===== config.mk =====
export PLATFORM = sky130hd
export DESIGN_NAME = lcd_spi_feeder
export DESIGN_NICKNAME = d
export VERILOG_FILES = /design/src/rtl/lcd_spi_feeder.sv
export SDC_FILE = /design/constraint.sdc
export NUM_CORES = 1
export LEC_CHECK = 0
export BUFFER_PORTS_ARGS = -buffer_cell sky130_fd_sc_hd__buf_2
export CORE_MARGIN = 2
export CORE_UTILIZATION = 55
export CTS_CLUSTER_SIZE = 28
export DETAILED_ROUTE_END_ITERATION = 16
export MAX_ROUTING_LAYER = met4
export PLACE_DENSITY = 0.72
export SLEW_MARGIN = 15
export SYNTH_ARGS = -nofsm -noshare
export SYNTH_HDL_FRONTEND = slang
export SYNTH_SLANG_ARGS = --single-unit

===== constraint.sdc =====
create_clock -name clk -period 3.4 [get_ports clk]
set_clock_uncertainty 0.05 [all_clocks]
set_input_delay 0.51 -clock clk [delete_from_list [all_inputs] [get_ports clk]]
set_output_delay 0.51 -clock clk [all_outputs]
set_load 0.1 [all_outputs]

===== src/rtl/lcd_spi_feeder.sv =====
//------------------------------------------------------------------------------
// Module   : lcd_spi_feeder
// Purpose  : FIFO-buffered byte feeder for the LCD SPI transmitter; sequences
//            D/C, data setup, active-low cs and a minimum inter-byte cs gap.
//            Optional macro DELAY_CMD_EN adds timed delay entries.
// Revision : 1.0 - initial release
//------------------------------------------------------------------------------
`default_nettype none

module lcd_spi_feeder #(
    parameter int DEPTH   = 16,
    parameter int CS_GAP  = 4,
    parameter int SETUP   = 2,
    parameter int TIMEOUT = 4096
) (
    input  logic                     clk,
    input  logic                     reset,
    input  logic                     wr_en,
    input  logic [7:0]               wr_data,
    input  logic                     wr_dc,
`ifdef DELAY_CMD_EN
    input  logic                     wr_delay,
`endif
    output logic                     full,
    output logic                     empty,
    output logic [$clog2(DEPTH):0]   level,
    output logic [7:0]               tx_data,
    output logic                     tx_cs,
    input  logic                     tx_valid,
    output logic                     lcd_dc,
    output logic                     busy,
    output logic                     overflow,
    output logic                     timeout_err
);

    localparam int AW = $clog2(DEPTH);
    localparam int LW = AW + 1;
`ifdef DELAY_CMD_EN
    localparam int EW      = 10;
    localparam int DLY_MAX = 255 * 1024;
`else
    localparam int EW      = 9;
    localparam int DLY_MAX = 0;
`endif
    localparam int T1      = (TIMEOUT > SETUP) ? TIMEOUT : SETUP;
    localparam int T2      = (T1 > CS_GAP) ? T1 : CS_GAP;
    localparam int CNT_TOP = (T2 > DLY_MAX) ? T2 : DLY_MAX;
    localparam int CW      = $clog2(CNT_TOP + 1);

    typedef enum logic [2:0] {
        ST_IDLE  = 3'd0,
        ST_LOAD  = 3'd1,
        ST_SETUP = 3'd2,
        ST_XFER  = 3'd3,
        ST_GAP   = 3'd4,
        ST_WAIT  = 3'd5
    } state_t;

    state_t          state_q;
    logic [CW-1:0]   cnt_q;
    logic [EW-1:0]   head_q;
    logic [EW-1:0]   mem_q [DEPTH];
    logic [AW-1:0]   wr_ptr_q;
    logic [AW-1:0]   rd_ptr_q;
    logic [LW-1:0]   level_q;
    logic            overflow_q;
    logic            timeout_err_q;
    logic [7:0]      tx_data_q;
    logic            tx_cs_q;
    logic            lcd_dc_q;
    logic [EW-1:0]   w_entry;
    logic            w_pop;
    logic            w_push_ok;

`ifdef DELAY_CMD_EN
    logic [17:0]     w_dly_last;
    assign w_entry    = {wr_delay, wr_dc, wr_data};
    assign w_dly_last = {head_q[7:0], 10'd0} - 18'd1;
`else
    assign w_entry = {wr_dc, wr_data};
`endif

    assign full  = (level_q == LW'(DEPTH));
    assign empty = (level_q == '0);
    // A pop only ever happens from IDLE, so a full FIFO accepts a push that same cycle.
    assign w_pop     = (state_q == ST_IDLE) && !empty;
    assign w_push_ok = wr_en && (!full || w_pop);

    always_ff @(posedge clk) begin
        if (w_push_ok) begin
            mem_q[wr_ptr_q] <= w_entry;
        end
    end

    always_ff @(posedge clk) begin
        if (reset) begin
            wr_ptr_q   <= '0;
            rd_ptr_q   <= '0;
            level_q    <= '0;
            overflow_q <= 1'b0;
        end else begin
            if (w_push_ok) begin
                wr_ptr_q <= wr_ptr_q + AW'(1);
            end
            if (w_pop) begin
                rd_ptr_q <= rd_ptr_q + AW'(1);
            end
            if (w_push_ok && !w_pop) begin
                level_q <= level_q + LW'(1);
            end else if (!w_push_ok && w_pop) begin
                level_q <= level_q - LW'(1);
            end
            if (wr_en && !w_push_ok) begin
                overflow_q <= 1'b1;
            end
        end
    end

    always_ff @(posedge clk) begin
        if (reset) begin
            state_q       <= ST_IDLE;
            cnt_q         <= '0;
            head_q        <= '0;
            tx_data_q     <= 8'd0;
            tx_cs_q       <= 1'b1;
            lcd_dc_q      <= 1'b0;
            timeout_err_q <= 1'b0;
        end else begin
            case (state_q)
                ST_IDLE: begin
                    if (w_pop) begin
                        head_q  <= mem_q[rd_ptr_q];
                        state_q <= ST_LOAD;
                    end
                end
                ST_LOAD: begin
                    cnt_q <= '0;
`ifdef DELAY_CMD_EN
                    if (head_q[9]) begin
                        state_q <= (head_q[7:0] == 8'd0) ? ST_IDLE : ST_WAIT;
                    end else
`endif
                    begin
                        tx_data_q <= head_q[7:0];
                        lcd_dc_q  <= head_q[8];
                        state_q   <= ST_SETUP;
                    end
                end
                ST_SETUP: begin
                    if (cnt_q == CW'(SETUP - 1)) begin
                        tx_cs_q <= 1'b0;
                        cnt_q   <= '0;
                        state_q <= ST_XFER;
                    end else begin
                        cnt_q <= cnt_q + CW'(1);
                    end
                end
                ST_XFER: begin
                    if (tx_valid) begin
                        tx_cs_q <= 1'b1;
                        cnt_q   <= '0;
                        state_q <= ST_GAP;
                    end else if (cnt_q == CW'(TIMEOUT - 1)) begin
                        tx_cs_q       <= 1'b1;
                        timeout_err_q <= 1'b1;
                        cnt_q         <= '0;
                        state_q       <= ST_GAP;
                    end else begin
                        cnt_q <= cnt_q + CW'(1);
                    end
                end
                ST_GAP: begin
                    if (cnt_q == CW'(CS_GAP - 1)) begin
                        cnt_q   <= '0;
                        state_q <= ST_IDLE;
                    end else begin
                        cnt_q <= cnt_q + CW'(1);
                    end
                end
`ifdef DELAY_CMD_EN
                ST_WAIT: begin
                    if (cnt_q == CW'(w_dly_last)) begin
                        cnt_q   <= '0;
                        state_q <= ST_IDLE;
                    end else begin
                        cnt_q <= cnt_q + CW'(1);
                    end
                end
`endif
                default: begin
                    tx_cs_q <= 1'b1;
                    cnt_q   <= '0;
                    state_q <= ST_IDLE;
                end
            endcase
        end
    end

    assign level       = level_q;
    assign tx_data     = tx_data_q;
    assign tx_cs       = tx_cs_q;
    assign lcd_dc      = lcd_dc_q;
    assign overflow    = overflow_q;
    assign timeout_err = timeout_err_q;
    assign busy        = (state_q != ST_IDLE) || !empty;

endmodule

`default_nettype wire

Yosys cells after proc, flatten, opt, wreduce, memory -nomap -nowiden
Memory sizes are Yosys's and may differ from the RTL's. A register that Yosys moved wholly into a read port is not among the register bits.
Cells that the tools add are included.
{"block": "word_totals", "reg_bits": 41, "memories": 1, "out_inout_bits": 20, "ram_bits": 144, "inputBits": 13, "elab_cells": 69}
{"block": "op_classes", "add_sub_neg": 5, "n_bitwise": 2, "eq_ne": 12, "reduce_logical": 20, "n_mux": 19}
{"name": "mem_q", "words": 16, "word_bits": 9, "read_ports": 1, "rd_clocked_by_memory_dff": 1, "write_ports": 1, "line_no": "62", "rtl": "logic [EW-1:0] mem_q [DEPTH];"}
{"cell": "$mux 13", "count": 4}
{"cell": "$pmux 13 s4", "count": 1}
{"cell": "$mux 3", "count": 5}
{"cell": "$pmux 3 s5", "count": 1}
{"cell": "$add 13x1->13 const B", "count": 1}
{"cell": "$eq 13x1->1 const B", "count": 1}
{"cell": "$eq 13x12->1 const B", "count": 1}
{"cell": "$eq 13x2->1 const B", "count": 1}
{"cell": "$mux 5", "count": 2}
{"cell": "$add 4x1->4 const B", "count": 2}
{"cell": "$eq 3x2->1 const B", "count": 2}
{"cell": "$ne 2x2->1 const B", "count": 3}
{"cell": "$reduce_and 3->1", "count": 2}
{"cell": "$add 5x1->5 const B", "count": 1}
{"cell": "$eq 5x5->1 const B", "count": 1}
{"cell": "$logic_and 1x1->1", "count": 5}
{"cell": "$logic_not 5->1", "count": 1}
{"cell": "$mux 1", "count": 5}
{"cell": "$sub 5x1->5 const B", "count": 1}
{"cell": "$logic_not 1->1", "count": 4}
{"cell": "$reduce_and 4->1", "count": 1}
{"cell": "$eq 3x1->1 const B", "count": 1}
{"cell": "$eq 3x3->1 const B", "count": 1}
{"cell": "$logic_not 3->1", "count": 1}
{"cell": "8 further kinds", "count": 10}

Logic depth before layout (Yosys ltp)
{"block": "depth", "depth_word": 9, "depth_mapped": 12, "ltp_nobuf": 10}

Worst setup path after synthesis
Ideal clock, no wire load.
{"block": "synth_timing", "kind": "reg-to-reg", "start": "reg level_q[0], in the netlist level[0]", "end": "reg state_q[0]", "required_ns": 3.218, "setup_ns": 0.132, "path_buffers": 0, "slack_ns": -0.924, "synth_period_minus_slack_ns": 4.324, "arrival_time_ns": 4.142, "path_stages_with_launch": 6, "path_cell_list": "dfxtp_1 -> or4_1 -> nor2_1 -> nand2_1 -> nand3b_1 -> a21oi_1"}
{"block": "synth_between", "elab_chain_len": 5}
{"element": "start, declared", "line_no": "65", "rtl": "logic [LW-1:0] level_q;"}
{"element": "start signal, assigned", "line_no": "109", "rtl": "level_q <= level_q + LW'(1);"}
{"element": "start signal, assigned", "line_no": "111", "rtl": "level_q <= level_q - LW'(1);"}
{"element": "$logic_not 5->1", "line_no": "84", "rtl": "assign empty = (level_q == '0);"}
{"element": "net empty", "line_no": "25", "rtl": "output logic empty,"}
{"element": "$logic_not 1->1", "line_no": "86", "rtl": "assign w_pop = (state_q == ST_IDLE) && !empty;"}
{"element": "$logic_and 1x1->1", "line_no": "86"}
{"element": "$ne 2x2->1 (no source line)"}
{"element": "$reduce_and 4->1 (no source line)"}
{"element": "end signal, assigned", "line_no": "121", "rtl": "state_q <= ST_IDLE;"}
{"element": "end signal, assigned", "line_no": "133", "rtl": "state_q <= ST_LOAD;"}
{"element": "end signal, assigned", "line_no": "146", "rtl": "state_q <= ST_SETUP;"}
{"element": "end, declared", "line_no": "59", "rtl": "state_t state_q;"}
The timed path passes the listed nets, and every way through them passes these cells.
A chain may end at the register's enable or synchronous reset.

Worst setup path after layout
{"block": "layout_timing", "start": "reg level_q[0], in the netlist level[0]", "end": "reg level_q[4], in the netlist level[4]"}
{"block": "layout_between", "elab_chain_len": 8, "elab_cells_between_ends": 16, "cone_classes": "2 x add/sub; 1 x eq/ne; 2 x mux; 11 x reduce/logical"}
{"element": "branches (longest 8 deep; another with $sub 5x1->5)"}
Parallel ways; which one is timed is not known. The select of a mux whose other input is x is not followed.

==> flow_summary_export.csv <==
group,metric,value,unit
global_route,grt_antenna_before_repair,1,
routing,avgViaCountPerCell,5.815,
synthesis,synth_top_family_by_area,"multiplexers",
routing,drc,0,
final_layout,mostFrequentLayoutCell,"edfxtp_1",
timing,fmax,335.3,MHz
global_route,grt_pass1_vias,4252,
pwr,power.density,780.6,mW/mm^2
status,status,"finished clean",
clocking,ctsHoldBuffers,0,
floorplan,core,0.01377,mm^2
synthesis,avgSynthCellArea,15.53,um^2
setup_path,start_kind,"register",
setup_path,setup.worst_path.end_class,"register",
final_layout,most-common-layout-cells,"144 x edfxtp_1, 74 x nor2_1, 45 x dfxtp_1, 36 x mux4_2, 32 x buf_2",
synthesis,muxShareOfSynthArea,12.06,%
min_path,min_to,"overflow$_SDFFE_PP0P_",
global_route,grt_max_degree,40,
floorplan,ios,33,
timing,finalCritPeriodShare,87.72,%
global_route,grt_pass1_wl,23.42,mm
routing,vias,4268,
synthesis,yosysWarnings,0,
placed_design,place_ws,0.4370,ns
setup_path,r2r-end,"level[4]$_SDFFE_PP0P_",
clocking,cts.clk_slew.worst_paths,0.07,ns
timing,rsz0062_at_grt,"false",
clocking,cts_sinks,194,
timing,tightest_slew,1.008,ns
clocking,htree_levels,4,
routing,drtIter0Drc,480,
min_path,hp-start,"wr_en",
synthesis,synth_nets,522,
synthesis,synth_cell_type_count,40,
routing,routed_wl,14.71,mm
setup_path,worst_ep_required_time,3.72,ns
final_layout,multi_input_area,0.002258,mm^2
timing,setup_tns,0,ns
pwr,peakVddDrop,0.0005250,V
final_layout,instances_no_fill,734,
clocking,cts_tree,"built",
timing,finalHoldViolations,0,
synthesis,synth-seq-cells,194,
clocking,cts_root_buf,"clkbuf_16",
setup_path,reg2reg_depth,10,
final_layout,fillers,1001,
timing,layout_setup_ws,0.4175,ns
pwr,leakage,2.971,nW
global_route,grt-ovfl-total,0,
min_path,hold_depth,3,
clocking,post_cts_resized,0,
pwr,power,0.006815,W
setup_path,rrSetupSlack,0.42,ns
routing,ant_nets,0,
timing,relSlewSlack,32.50,%
setup_path,path_class,"register to register",
placed_design,dpl.cell_count,701,
synthesis,yosysSeqAreaShare,68.99,%
synthesis,synthesis.area,0.007719,mm^2
timing,drv_slew,0,
floorplan,die_h,122.5,um
routing,first_pass_iters,5,
floorplan,chipWidth,122.5,um
min_path,min_path_type,"primary input to register",
final_layout,area_growth,13.11,%
synthesis,synthCells,497,
clocking,cts_made_buffers,17,
floorplan,die_area,0.01500,mm^2
clocking,clk_latency,0.44,ns
timing,setup_viol_count_final,0,
clocking,post_cts_buffers,0,
final_layout,seq_area,0.005331,mm^2
placed_design,place_congestion,0.8349,
clocking,cts_buffer_depth,2,
timing,hold-worst-slack,0.2839,ns
synthesis,synth_compound_area_share,5.171,%
synthesis,synth_simple_gate_area_share,7.359,%
final_layout,fin_nets,565,
placed_design,portBuffers,32,
synthesis,synthAdderAreaFrac,2.042,%
setup_path,crit_path_max_fanout,5,
floorplan,start_util,56.04,%
setup_path,worst_ep_arrival_time,3.30,ns
job,drv_cap,0,
setup_path,rr_startpoint,"level[0]$_SDFFE_PP0P_",
timing,period_minus_slack,2.982,ns
placed_design,place_hpwl,9.231,mm
floorplan,std_cell_rows,43,
synthesis,synthXorXnorAreaFrac,2.496,%
final_layout,drive_above_1_share,23.15,%
global_route,grt_use_total,22.31,%
routing,wl_per_cell,20.03,um
[per-layer routing]
metal | vias up | share of wire [%] | track usage, % | wire length [um]
met4 | 0 | 1.8 | 7.256 | 267
met1 | 2139 | 42 | 28.55 | 6196
met2 | 137 | 50 | 34.93 | 7364
li1 | 1970 | - | - | -
met3 | 22 | 6.0 | 6.180 | 876
met5 | - | 0 | - | 0
[per-stage QoR]
stage                     util, %  instance area (um^2)
after floorplan                 -                  7729
after global placement      59.22                  8157
after detailed placement    59.22                  8157
after CTS                   63.37                  8728
after global routing        63.39                  8731
final                       63.39                  8731
[cells by family (layout without fill, tap and decap cells)]
group                      after synthesis  in the layout
xor gates and xnor gates                22             22
DFF                                    194            194
AOI/OAI and AO/OA                       60             60
muxes                                   48             48
adders and majority gates               12             12
buffers and inverters                   36             92
and+or+nand+nor                        125            125
other                                    0              1
[worst max-delay path, stage by stage (launching register included)]
cell and delay [ns]:
dfxtp_2 0.35, or4_1 0.63, o31a_1 0.30, ha_1 0.21
inv_1 0.14, ha_1 0.29, a21o_1 0.20, a21oi_1 0.18
xnor2_1 0.10, or3_1 0.30, a21oi_1 0.15
[cells in the mapped netlist]
master	n	share of area [%]
edfxtp_1	144	56
nor2_1	75	3.6
dfxtp_1	50	13
mux4_2	36	11
a21oi_1	26	1.7
a22oi_1	18	1.8
nand2_1	15	0.73
clkbuf_1	14	0.68
xnor2_1	13	1.5
mux2i_1	12	1.6
ha_1	11	1.8
inv_1	11	0.53
nor3_1	9	0.58
xor2_1	9	1.0
buf_1	5	0.24
buf_2	5	0.32
nand3_1	5	0.32
a31oi_1	3	0.24
nand3b_1	3	0.29
nand4_1	3	0.24
o31ai_1	3	0.29
or3_1	3	0.24
or4_1	3	0.29
a21o_1	2	0.19
nand2b_1	2	0.16
nor2b_1	2	0.16
o21ai_0	2	0.13
a211o_1	1	0.11
and2_1	1	0.081
and4_4	1	0.15
buf_4	1	0.097
fa_1	1	0.26
nand4_4	1	0.28
nor3b_1	1	0.097
nor4_1	1	0.081
o21a_1	1	0.097
o21ai_1	1	0.065
o31a_1	1	0.11
o41a_4	1	0.28
o41ai_2	1	0.21
[report_power, final]
group	internal [W]	switching [W]	total, W
registers	0.00271	0.000121	0.00283
logic	0.000737	0.00133	0.00207
clock network	0.000976	0.000937	0.00191
[cell type report]
class,count,area share (%)
sequential,194,61.06
multi-input combinational,267,25.87
clock buffer,18,4.915
timing repair buffer,49,3.439
tap,180,2.580
clock inverter,14,1.634
inverter,11,0.4729
antenna,1,0.02866
[worst max path at each step]
stage / end / slack, ns / startpoint / cells past startpoint
2_1_floorplan: level[4]$_SDFFE_PP0P_ / 0.05 / level[0]$_SDFFE_PP0P_ / 11
3_3_place_gp: level[4]$_SDFFE_PP0P_ / 0.55 / level[0]$_SDFFE_PP0P_ / 10
3_5_place_dp: level[4]$_SDFFE_PP0P_ / 0.44 / level[0]$_SDFFE_PP0P_ / 10
4_1_cts: level[4]$_SDFFE_PP0P_ / 0.41 / level[0]$_SDFFE_PP0P_ / 10
5_1_grt: level[4]$_SDFFE_PP0P_ / 0.22 / level[0]$_SDFFE_PP0P_ / 10
6_report: level[4]$_SDFFE_PP0P_ / 0.42 / level[0]$_SDFFE_PP0P_ / 10
[sequential cells by signal (all words and copies together) (netlist names)]
signal	flops
overflow	1
cnt_q	13
tx_cs	1
mem_q	144
head_q	9
lcd_dc	1
tx_data	8
wr_ptr_q	4
level	5
timeout_err	1
state_q	3
rd_ptr_q	4
(Power assumes the default switching activity.)
